===== config.mk =====
export PLATFORM = sky130hd
export DESIGN_NAME = pixel_coord_scaler
export DESIGN_NICKNAME = d
export VERILOG_FILES = /design/src/rtl/vga_pkg.sv /design/src/rtl/scaled_axis_counter.sv /design/src/rtl/pixel_coord_scaler.sv
export SDC_FILE = /design/constraint.sdc
export NUM_CORES = 1
export LEC_CHECK = 0
export ABC_AREA = 1
export CORE_MARGIN = 2
export CORE_UTILIZATION = 40
export CTS_BUF_LIST = sky130_fd_sc_hd__clkbuf_2
export DETAILED_ROUTE_END_ITERATION = 6
export HOLD_SLACK_MARGIN = 0.1
export PLACE_DENSITY = 0.75
export SLEW_MARGIN = 20
export SYNTH_ARGS = -nofsm -noshare
export SYNTH_HDL_FRONTEND = slang
export SYNTH_HIERARCHICAL = 1
export SYNTH_SLANG_ARGS = --single-unit

===== constraint.sdc =====
create_clock -name clk_i -period 1.5 [get_ports clk_i]
set_input_delay 0.45 -clock clk_i [delete_from_list [all_inputs] [get_ports clk_i]]
set_output_delay 0.45 -clock clk_i [all_outputs]
set_load 0.05 [all_outputs]

===== src/rtl/vga_pkg.sv =====
// Shared VGA timing package: coordinate types and default visible area.
package vga_pkg;
  localparam int X_W          = 12;
  localparam int Y_W          = 12;
  localparam int H_ACTIVE_DEF = 640;
  localparam int V_ACTIVE_DEF = 480;

  typedef logic [X_W-1:0] x_coord_t;
  typedef logic [Y_W-1:0] y_coord_t;
endpackage


===== src/rtl/scaled_axis_counter.sv =====
// One coordinate axis: raw count, replication sub-counter, scaled count.
module scaled_axis_counter #(
  parameter int W     = 12,
  parameter int SCALE = 1
) (
  input  logic         clk_i,
  input  logic         rst_ni,
  input  logic         clr_i,
  input  logic         step_i,
  output logic [W-1:0] cnt_o,
  output logic [W-1:0] scnt_o,
  output logic [W-1:0] cnt_nxt_o
);
  localparam int SW = (SCALE > 1) ? $clog2(SCALE) : 1;
  localparam logic [SW-1:0] SUB_MAX = SW'(SCALE - 1);

  logic [W-1:0]  r_cnt, r_scnt;
  logic [SW-1:0] r_sub;
  logic [W-1:0]  w_cnt_nxt, w_scnt_nxt;
  logic [SW-1:0] w_sub_nxt;

  always_comb begin
    w_cnt_nxt  = r_cnt;
    w_scnt_nxt = r_scnt;
    w_sub_nxt  = r_sub;
    if (clr_i) begin
      w_cnt_nxt  = '0;
      w_scnt_nxt = '0;
      w_sub_nxt  = '0;
    end else if (step_i) begin
      if (r_cnt == '1) begin
        // raw overflow realigns the scaled path to zero
        w_cnt_nxt  = '0;
        w_scnt_nxt = '0;
        w_sub_nxt  = '0;
      end else begin
        w_cnt_nxt = r_cnt + W'(1);
        if (r_sub == SUB_MAX) begin
          w_sub_nxt  = '0;
          w_scnt_nxt = r_scnt + W'(1);
        end else begin
          w_sub_nxt = r_sub + SW'(1);
        end
      end
    end
  end

  always_ff @(posedge clk_i or negedge rst_ni) begin
    if (!rst_ni) begin
      r_cnt  <= '0;
      r_scnt <= '0;
      r_sub  <= '0;
    end else begin
      r_cnt  <= w_cnt_nxt;
      r_scnt <= w_scnt_nxt;
      r_sub  <= w_sub_nxt;
    end
  end

  assign cnt_o     = r_cnt;
  assign scnt_o    = r_scnt;
  assign cnt_nxt_o = w_cnt_nxt;
endmodule


===== src/rtl/pixel_coord_scaler.sv =====
// Raw and scaled pixel coordinates with active/start-of-frame flags.
module pixel_coord_scaler
  import vga_pkg::*;
#(
  parameter int X_WIDTH     = $bits(x_coord_t),
  parameter int Y_WIDTH     = $bits(y_coord_t),
  parameter int H_ACTIVE    = H_ACTIVE_DEF,
  parameter int V_ACTIVE    = V_ACTIVE_DEF,
  parameter int SCALE_X     = 1,
  parameter int SCALE_Y     = 1,
  parameter int FRAME_WIDTH = 8
) (
  input  logic                   clk_i,
  input  logic                   rst_ni,
  input  logic                   enable_i,
  input  logic                   eol_i,
  input  logic                   eof_i,
  output logic [X_WIDTH-1:0]     x_o,
  output logic [Y_WIDTH-1:0]     y_o,
  output logic [X_WIDTH-1:0]     sx_o,
  output logic [Y_WIDTH-1:0]     sy_o,
  output logic                   active_o,
  output logic                   sof_o,
  output logic [FRAME_WIDTH-1:0] frame_o
);
  if (SCALE_X < 1) begin : g_bad_sx
    $error("SCALE_X must be >= 1");
  end
  if (SCALE_Y < 1) begin : g_bad_sy
    $error("SCALE_Y must be >= 1");
  end
  if (64'(H_ACTIVE) > (64'd1 << X_WIDTH)) begin : g_bad_h
    $error("H_ACTIVE exceeds X range");
  end
  if (64'(V_ACTIVE) > (64'd1 << Y_WIDTH)) begin : g_bad_v
    $error("V_ACTIVE exceeds Y range");
  end

  localparam logic [X_WIDTH:0] H_LIM = (X_WIDTH + 1)'(H_ACTIVE);
  localparam logic [Y_WIDTH:0] V_LIM = (Y_WIDTH + 1)'(V_ACTIVE);

  logic                   w_x_clr, w_x_step, w_y_clr, w_y_step;
  logic [X_WIDTH-1:0]     w_x_nxt;
  logic [Y_WIDTH-1:0]     w_y_nxt;
  logic                   r_active, r_sof;
  logic [FRAME_WIDTH-1:0] r_frame;

  assign w_x_clr  = enable_i & eol_i;
  assign w_x_step = enable_i & ~eol_i;
  assign w_y_clr  = enable_i & eof_i;
  assign w_y_step = enable_i & eol_i & ~eof_i;

  scaled_axis_counter #(
    .W     (X_WIDTH),
    .SCALE (SCALE_X)
  ) u_x_axis (
    .clk_i     (clk_i),
    .rst_ni    (rst_ni),
    .clr_i     (w_x_clr),
    .step_i    (w_x_step),
    .cnt_o     (x_o),
    .scnt_o    (sx_o),
    .cnt_nxt_o (w_x_nxt)
  );

  scaled_axis_counter #(
    .W     (Y_WIDTH),
    .SCALE (SCALE_Y)
  ) u_y_axis (
    .clk_i     (clk_i),
    .rst_ni    (rst_ni),
    .clr_i     (w_y_clr),
    .step_i    (w_y_step),
    .cnt_o     (y_o),
    .scnt_o    (sy_o),
    .cnt_nxt_o (w_y_nxt)
  );

  // flags track the next coordinates so they line up with x_o/y_o
  always_ff @(posedge clk_i or negedge rst_ni) begin
    if (!rst_ni) begin
      r_active <= 1'b1;
      r_sof    <= 1'b1;
      r_frame  <= '0;
    end else begin
      r_active <= ({1'b0, w_x_nxt} < H_LIM) &&
                  ({1'b0, w_y_nxt} < V_LIM);
      r_sof    <= (w_x_nxt == '0) && (w_y_nxt == '0);
      if (enable_i && eof_i) begin
        r_frame <= r_frame + FRAME_WIDTH'(1);
      end
    end
  end

  assign active_o = r_active;
  assign sof_o    = r_sof;
  assign frame_o  = r_frame;
endmodule


==> flow_summary.json, run 1 <==
{
  "status": "finished, violations left",
  "violations": "negative setup slack",
  "rows": 33,
  "grt_pass1_wl_um": 17300,
  "fp.dieH_um": 94.5,
  "vias": 3559,
  "cts_sinks": 58,
  "tightest_slew_ns": 0.321,
  "maxSlewHeadroom": 0.786,
  "syn_inst": 400,
  "fin_crit_sh": 1.18,
  "insertion_delay_ns": 0.48,
  "finalClockSkew_ns": 0.0413,
  "fp.coreArea_mm2": 0.00809,
  "gp_congestion": 0.897,
  "grt_max_degree": 59,
  "pin_count": 63,
  "power.density_mw_per_mm2": 805,
  "fill_cells": 534,
  "p_leak_nw": 2.82,
  "synthMostInstantiatedCell": "nand2_1",
  "synth_cell_types": 27,
  "drc": 0,
  "grt-ovfl-total": 0,
  "async_reset_ff_frac": 1.00,
  "path_max_fanout": 3,
  "yosys.area_share.xor_xnor": 0.0481,
  "required_ns": 1.91,
  "cts_buffer_depth": 2,
  "hold_class": "input pin to async pin",
  "ys_warn_count": 6,
  "areaGrowthSynthToFinish_pct": 82.9,
  "synth_common_cells": "nand2_1 (94), dfrtp_1 (56), nor2_1 (55)",
  "root_buffer": "clkbuf_2",
  "ant_nets": 0,
  "cts.reportedPaths.clkPinSlew_ns": 0.20,
  "ys.flop_type": "dfrtp_1",
  "die_x_um": 94.5,
  "cap_violations": 0,
  "track_usage": 0.251,
  "die_area_mm2": 0.00893,
  "register_area_mm2": 0.00150,
  "nNetsFinal": 609,
  "netlist_area_mm2": 0.00328,
  "vias_per_cell": 5.02,
  "cts_tree": "built",
  "end_kind": "flop",
  "preCtsSetupSlack_ns": -0.940,
  "crit_type": "flop to flop",
  "fin_tns_setup_ns": -4.63,
  "avgSynthCellArea_um2": 8.19,
  "multiInputGateArea_mm2": 0.00178,
  "ir_drop_uv": 1180,
  "io_buffers": 62,
  "rsz0062_at_grt": "yes",
  "grt_pass1_vias": 3665,
  "synth-simple-area-share": 0.383,
  "synth_compound_area_frac": 0.0336,
  "synth_top_family_by_area": "simple AND/OR/NAND/NOR gates",
  "period_needed_ns": 1.77,
  "fmax_mhz": 566,
  "setup_violations": 64,
  "synth-seq-area-share": 0.444,
  "post_drt_wl_per_cell_um": 15.0,
  "yosys.area.top_type_share": 0.428,
  "dr.pass1.iters": 7,
  "fin_util": 0.740,
  "yosys-mux-area-fraction": 0.00611,
  "yosysTopAreaCell": "dfrtp_1",
  "h-tree-depth": 3,
  "slew_violations": 0,
  "cp-start-kind": "flop",
  "synthAdderAreaFrac": 0.0191,
  "initialDrtViolationCount": 238,
  "finalHoldViolCount": 0,
  "dp_hpwl_um": 6590,
  "routed_wl_um": 10600,
  "r2r_end": "active_o$_DFF_PN1_",
  "setup_ws_ns": -0.266,
  "cts_made_buffers": 9,
  "reg2reg_from": "u_x_axis/cnt_o[0]$_DFF_PN0_",
  "synth_fp_nets": 410,
  "antennaDiodeCount": 0,
  "layout-drive-gt1-share": 0.556,
  "reg2reg_depth": 11,
  "cp.arrival_ns": 2.18,
  "synth_edf_count": 0,
  "synthTopCellsByArea": "dfrtp_1 (43%), nand2_1 (11%), nor2_1 (6.3%)",
  "synth_seq_cells": 58,
  "rrSetupSlack_ns": -0.27,
  "initial_core_util": 0.405,
  "antenna_found_initial": 0
}
## how the worst max path moves through the flow
stage | slack (ns) | depth (start not counted) | to | start
finish | -0.27 | 11 | active_o$_DFF_PN1_ | u_x_axis/cnt_o[0]$_DFF_PN0_
global route | -0.38 | 13 | sof_o$_DFF_PN1_ | u_y_axis/cnt_o[0]$_DFF_PN0_
CTS | -0.22 | 2 | x_o[0] | u_x_axis/cnt_o[0]$_DFF_PN0_
detailed placement | -0.94 | 15 | sof_o$_DFF_PN1_ | eol_i
global placement | -0.86 | 15 | sof_o$_DFF_PN1_ | eol_i
floorplan | -0.24 | 13 | sof_o$_DFF_PN1_ | u_y_axis/cnt_o[10]$_DFF_PN0_
## layout by cell type (no fill, tap or decap), types with 5 or more instances in the layout
cell      instances
nand4_1           9
xnor2_1           7
nor2_4           22
nand2_4           5
buf_12           59
buf_6            29
nor2_1           41
nand3_2           5
nand3_1          23
nor2_2           26
buf_4            97
nand2_1          87
nor3_1            5
dfrtp_2          38
inv_2             9
clkbuf_2         14
inv_1            34
a21oi_1          10
nand2_2          16
dfrtp_1          18
xor2_1           10
## registers in the layout, summed over array words and instances, names as in the netlist
name,cells
active_o,1
frame_o,8
sof_o,1
u_x_axis/cnt_o,12
u_x_axis/scnt_o,12
u_y_axis/cnt_o,12
u_y_axis/scnt_o,12
## area by class of cell
type / count / area share
clock buffers: 12 / 0.0100
clock inverters: 4 / 0.0115
inverters: 45 / 0.0299
multi-input cells: 295 / 0.297
flip-flops and latches: 58 / 0.251
well taps: 105 / 0.0219
repair buffers: 190 / 0.379
## metal layers
metal / up-vias / wire length [um] / part of all wire / GRT usage
met3: 52 / 463 / 0.044 / 0.0343
met5: - / 0 / 0 / 0
met2: 126 / 5550 / 0.52 / 0.455
met1: 1715 / 4030 / 0.38 / 0.290
met4: 0 / 565 / 0.053 / 0.122
li1: 1666 / - / - / -
## worst max-delay path, cell delays in order (launching register included)
cell and delay, ns:
dfrtp_2 0.45, ha_4 0.16, nand3_2 0.06, nor2_1 0.11
nand2_1 0.09, nand2_2 0.09, nand2_4 0.08, nand2_4 0.09
nor2_4 0.04, or2_0 0.23, nor2_2 0.15, and3_1 0.18
## power breakdown
group	switching [W]	internal, W	total, W
Sequential	0.000161	0.00172	0.00188
Combinational	0.000917	0.000869	0.00179
Clock	0.000591	0.000567	0.00116
## metrics by stage
stage | total power [W] | hold slack [ns] | std cells | instance area [um2]
2_1_floorplan | 0.00261 | 0.154 | 400 | 3340
3_3_place_gp | 0.00341 | 0.480 | 627 | 5110
3_5_place_dp | 0.00343 | 0.481 | 627 | 5110
4_1_cts | 0.00479 | 0.470 | 703 | 5850
5_1_grt | 0.00504 | 0.472 | 709 | 5990
6_report | 0.00482 | 0.467 | 709 | 5990
## repair_timing
action / CTS / global route
hold buffers: 1 / 0
pin swaps: 17 / 23
endpoints found under the hold margin: 56 / 0
resized for setup: 55 / 36
endpoints found under the setup margin: 84 / 87
setup buffers: 59 / 7
## cells by family (layout without fill, tap and decap cells)
| logic type | after synthesis | count (layout) |
|---|---|---|
| flops | 58 | 58 |
| xor+xnor | 18 | 18 |
| simple gates | 250 | 250 |
| compound gates | 20 | 20 |
| mux | 2 | 2 |
| buf+inv | 47 | 251 |
| fa+ha+maj | 5 | 5 |
(Power assumes the default switching activity.)
==> inputs of run 2 (changes only) <==
--- a/config.mk
+++ b/config.mk
@@ -9,6 +9,7 @@
 export CORE_MARGIN = 2
 export CORE_UTILIZATION = 40
 export CTS_BUF_LIST = sky130_fd_sc_hd__clkbuf_2
+export CTS_CLUSTER_SIZE = 8
 export DETAILED_ROUTE_END_ITERATION = 6
 export HOLD_SLACK_MARGIN = 0.1
 export PLACE_DENSITY = 0.75
==> results of run 2 <==
The final DEF is identical to that of run 1; final timing and power are the same.
==> inputs of run 3 (changes only) <==
--- a/config.mk
+++ b/config.mk
@@ -6,6 +6,7 @@
 export NUM_CORES = 1
 export LEC_CHECK = 0
 export ABC_AREA = 1
+export CORE_ASPECT_RATIO = 1.5
 export CORE_MARGIN = 2
 export CORE_UTILIZATION = 40
 export CTS_BUF_LIST = sky130_fd_sc_hd__clkbuf_2
==> flow_summary.json, run 3 (same netlist as run 1, synthesis figures left out) <==
{
  "status": "finished, violations left",
  "violations": "negative setup slack",
  "crit_type": "flop to flop",
  "most-common-layout-cells": "buf_4 (94), nand2_1 (84), buf_12 (60), nor2_1 (38), dfrtp_2 (38)",
  "fmax_mhz": 545,
  "clock_power_share": 0.176,
  "cts_tree": "built",
  "seq_power_share": 0.427,
  "cts.reportedPaths.clkPinSlew_ns": 0.17,
  "grt_pass1_vias": 3775,
  "die_x_um": 77.9,
  "cts_made_buffers": 9,
  "fp.coreArea_mm2": 0.00801,
  "fp.dieH_um": 115,
  "p_leak_nw": 2.76,
  "cap_violations": 0,
  "io_buffers": 62,
  "slew_violations": 0,
  "areaGrowthSynthToFinish_pct": 79.7,
  "dr.pass1.iters": 4,
  "path_max_fanout": 4,
  "vias_per_cell": 4.94,
  "dp.cells": 631,
  "ir_drop_uv": 490,
  "cts_buffer_depth": 2,
  "rsz0062_at_grt": "yes",
  "vias": 3476,
  "p_comb_frac": 0.396,
  "multiInputGateArea_mm2": 0.00176,
  "grt-ovfl-total": 0,
  "mostFrequentLayoutCell": "buf_4",
  "tightest_slew_ns": 0.319,
  "switching_share": 0.372,
  "gp_congestion": 0.887,
  "cp-start-kind": "flop",
  "dp_hpwl_um": 6840,
  "fill_cells": 546,
  "p_int_w": 0.00276,
  "grt_pass1_wl_um": 17100,
  "root_buffer": "clkbuf_2",
  "finalClockSkew_ns": 0.0292,
  "drc": 0,
  "post_drt_wl_per_cell_um": 15.1,
  "setup_ws_ns": -0.336,
  "maxSlewHeadroom": 0.785,
  "routed_wl_um": 10600,
  "pin_count": 63,
  "power.density_mw_per_mm2": 746,
  "total_power_w": 0.00440,
  "antennaDiodeCount": 0,
  "finalHoldViolCount": 0,
  "die_area_mm2": 0.00895,
  "cts_sinks": 58,
  "initial_core_util": 0.409,
  "antenna_found_initial": 0,
  "insertion_delay_ns": 0.48,
  "reg2reg_depth": 12,
  "register_area_mm2": 0.00150,
  "h-tree-depth": 3,
  "hold_class": "input pin to async pin",
  "initialDrtViolationCount": 181,
  "rows": 40,
  "fin_crit_sh": 1.22,
  "layout-drive-gt1-share": 0.554,
  "rrSetupSlack_ns": -0.34,
  "reg2reg_from": "u_x_axis/cnt_o[0]$_DFF_PN0_",
  "netSwitchingPower_w": 0.00164,
  "r2r_end": "sof_o$_DFF_PN1_",
  "setup_violations": 61,
  "end_kind": "flop",
  "nNetsFinal": 604,
  "cp.arrival_ns": 2.25,
  "ant_nets": 0,
  "period_needed_ns": 1.84,
  "required_ns": 1.91,
  "fin_cells": 703,
  "grt_max_degree": 59,
  "track_usage": 0.242
}
[run 3: power by group through the flow]
stage	Sequential, W	Combinational (W)	Clock, W
after floorplan	0.00231	0.000301	0
after global placement	0.00195	0.00145	0
after detailed placement	0.00195	0.00148	0
after CTS	0.00188	0.00173	0.000795
after global routing	0.00190	0.00184	0.000891
final	0.00188	0.00174	0.000775
[run 3: layout make-up]
class / instances / share of cell area
clock buffers: 10 / 0.00850
clock inverters: 5 / 0.00404
inverters: 45 / 0.0308
multi-input cells: 295 / 0.298
flip-flops and latches: 58 / 0.255
well taps: 105 / 0.0223
repair buffers: 185 / 0.381
[run 3: worst max-delay path by stage]
stage | cells after the start | slack, ns | to | startpoint
final | 12 | -0.34 | sof_o$_DFF_PN1_ | u_x_axis/cnt_o[0]$_DFF_PN0_
after global routing | 13 | -0.47 | sof_o$_DFF_PN1_ | u_x_axis/cnt_o[0]$_DFF_PN0_
after CTS | 2 | -0.22 | x_o[0] | u_x_axis/cnt_o[0]$_DFF_PN0_
after detailed placement | 15 | -0.86 | sof_o$_DFF_PN1_ | enable_i
after global placement | 15 | -0.81 | sof_o$_DFF_PN1_ | enable_i
after floorplan | 13 | -0.24 | sof_o$_DFF_PN1_ | u_y_axis/cnt_o[10]$_DFF_PN0_
[run 3: critical path, cell delays in order, from the launching register on]
cell	delay, ns
dfrtp_2	0.46
ha_4	0.17
nand3_2	0.06
nor2_1	0.13
nand2_1	0.10
nand2_2	0.11
nand2_4	0.08
nand2_2	0.08
nor2_2	0.05
or2_1	0.22
nor2_2	0.12
nand2_1	0.06
nor2_1	0.12
[run 3: repair_timing]
item,4_1_cts,5_1_grt
setup endpoints to repair,86,86
gates resized for setup,44,42
buffers inserted,49,9
hold buffers,1,0
pin swaps,6,14
endpoints found under the hold margin,56,0
[run 3: per-stage QoR]
step	cell area, um2	hold slack, ns	setup TNS, ns	utilization	setup slack, ns
after floorplan	3340	0.154	-0.473	-	-0.239
after global placement	5150	0.477	-25.19	0.643	-0.811
after detailed placement	5150	0.481	-26.85	0.643	-0.863
after CTS	5710	0.474	-6.85	0.713	-0.221
after global routing	5890	0.444	-11.58	0.735	-0.475
final	5890	0.477	-5.48	0.735	-0.336
[run 3: layer usage]
| metal | up-vias | share of wire | global-route usage |
|---|---|---|---|
| met5 | - | 0 | 0 |
| met4 | 0 | 0.037 | 0.115 |
| met3 | 39 | 0.046 | 0.0471 |
| met2 | 127 | 0.56 | 0.461 |
| met1 | 1660 | 0.35 | 0.251 |
| li1 | 1650 | - | - |
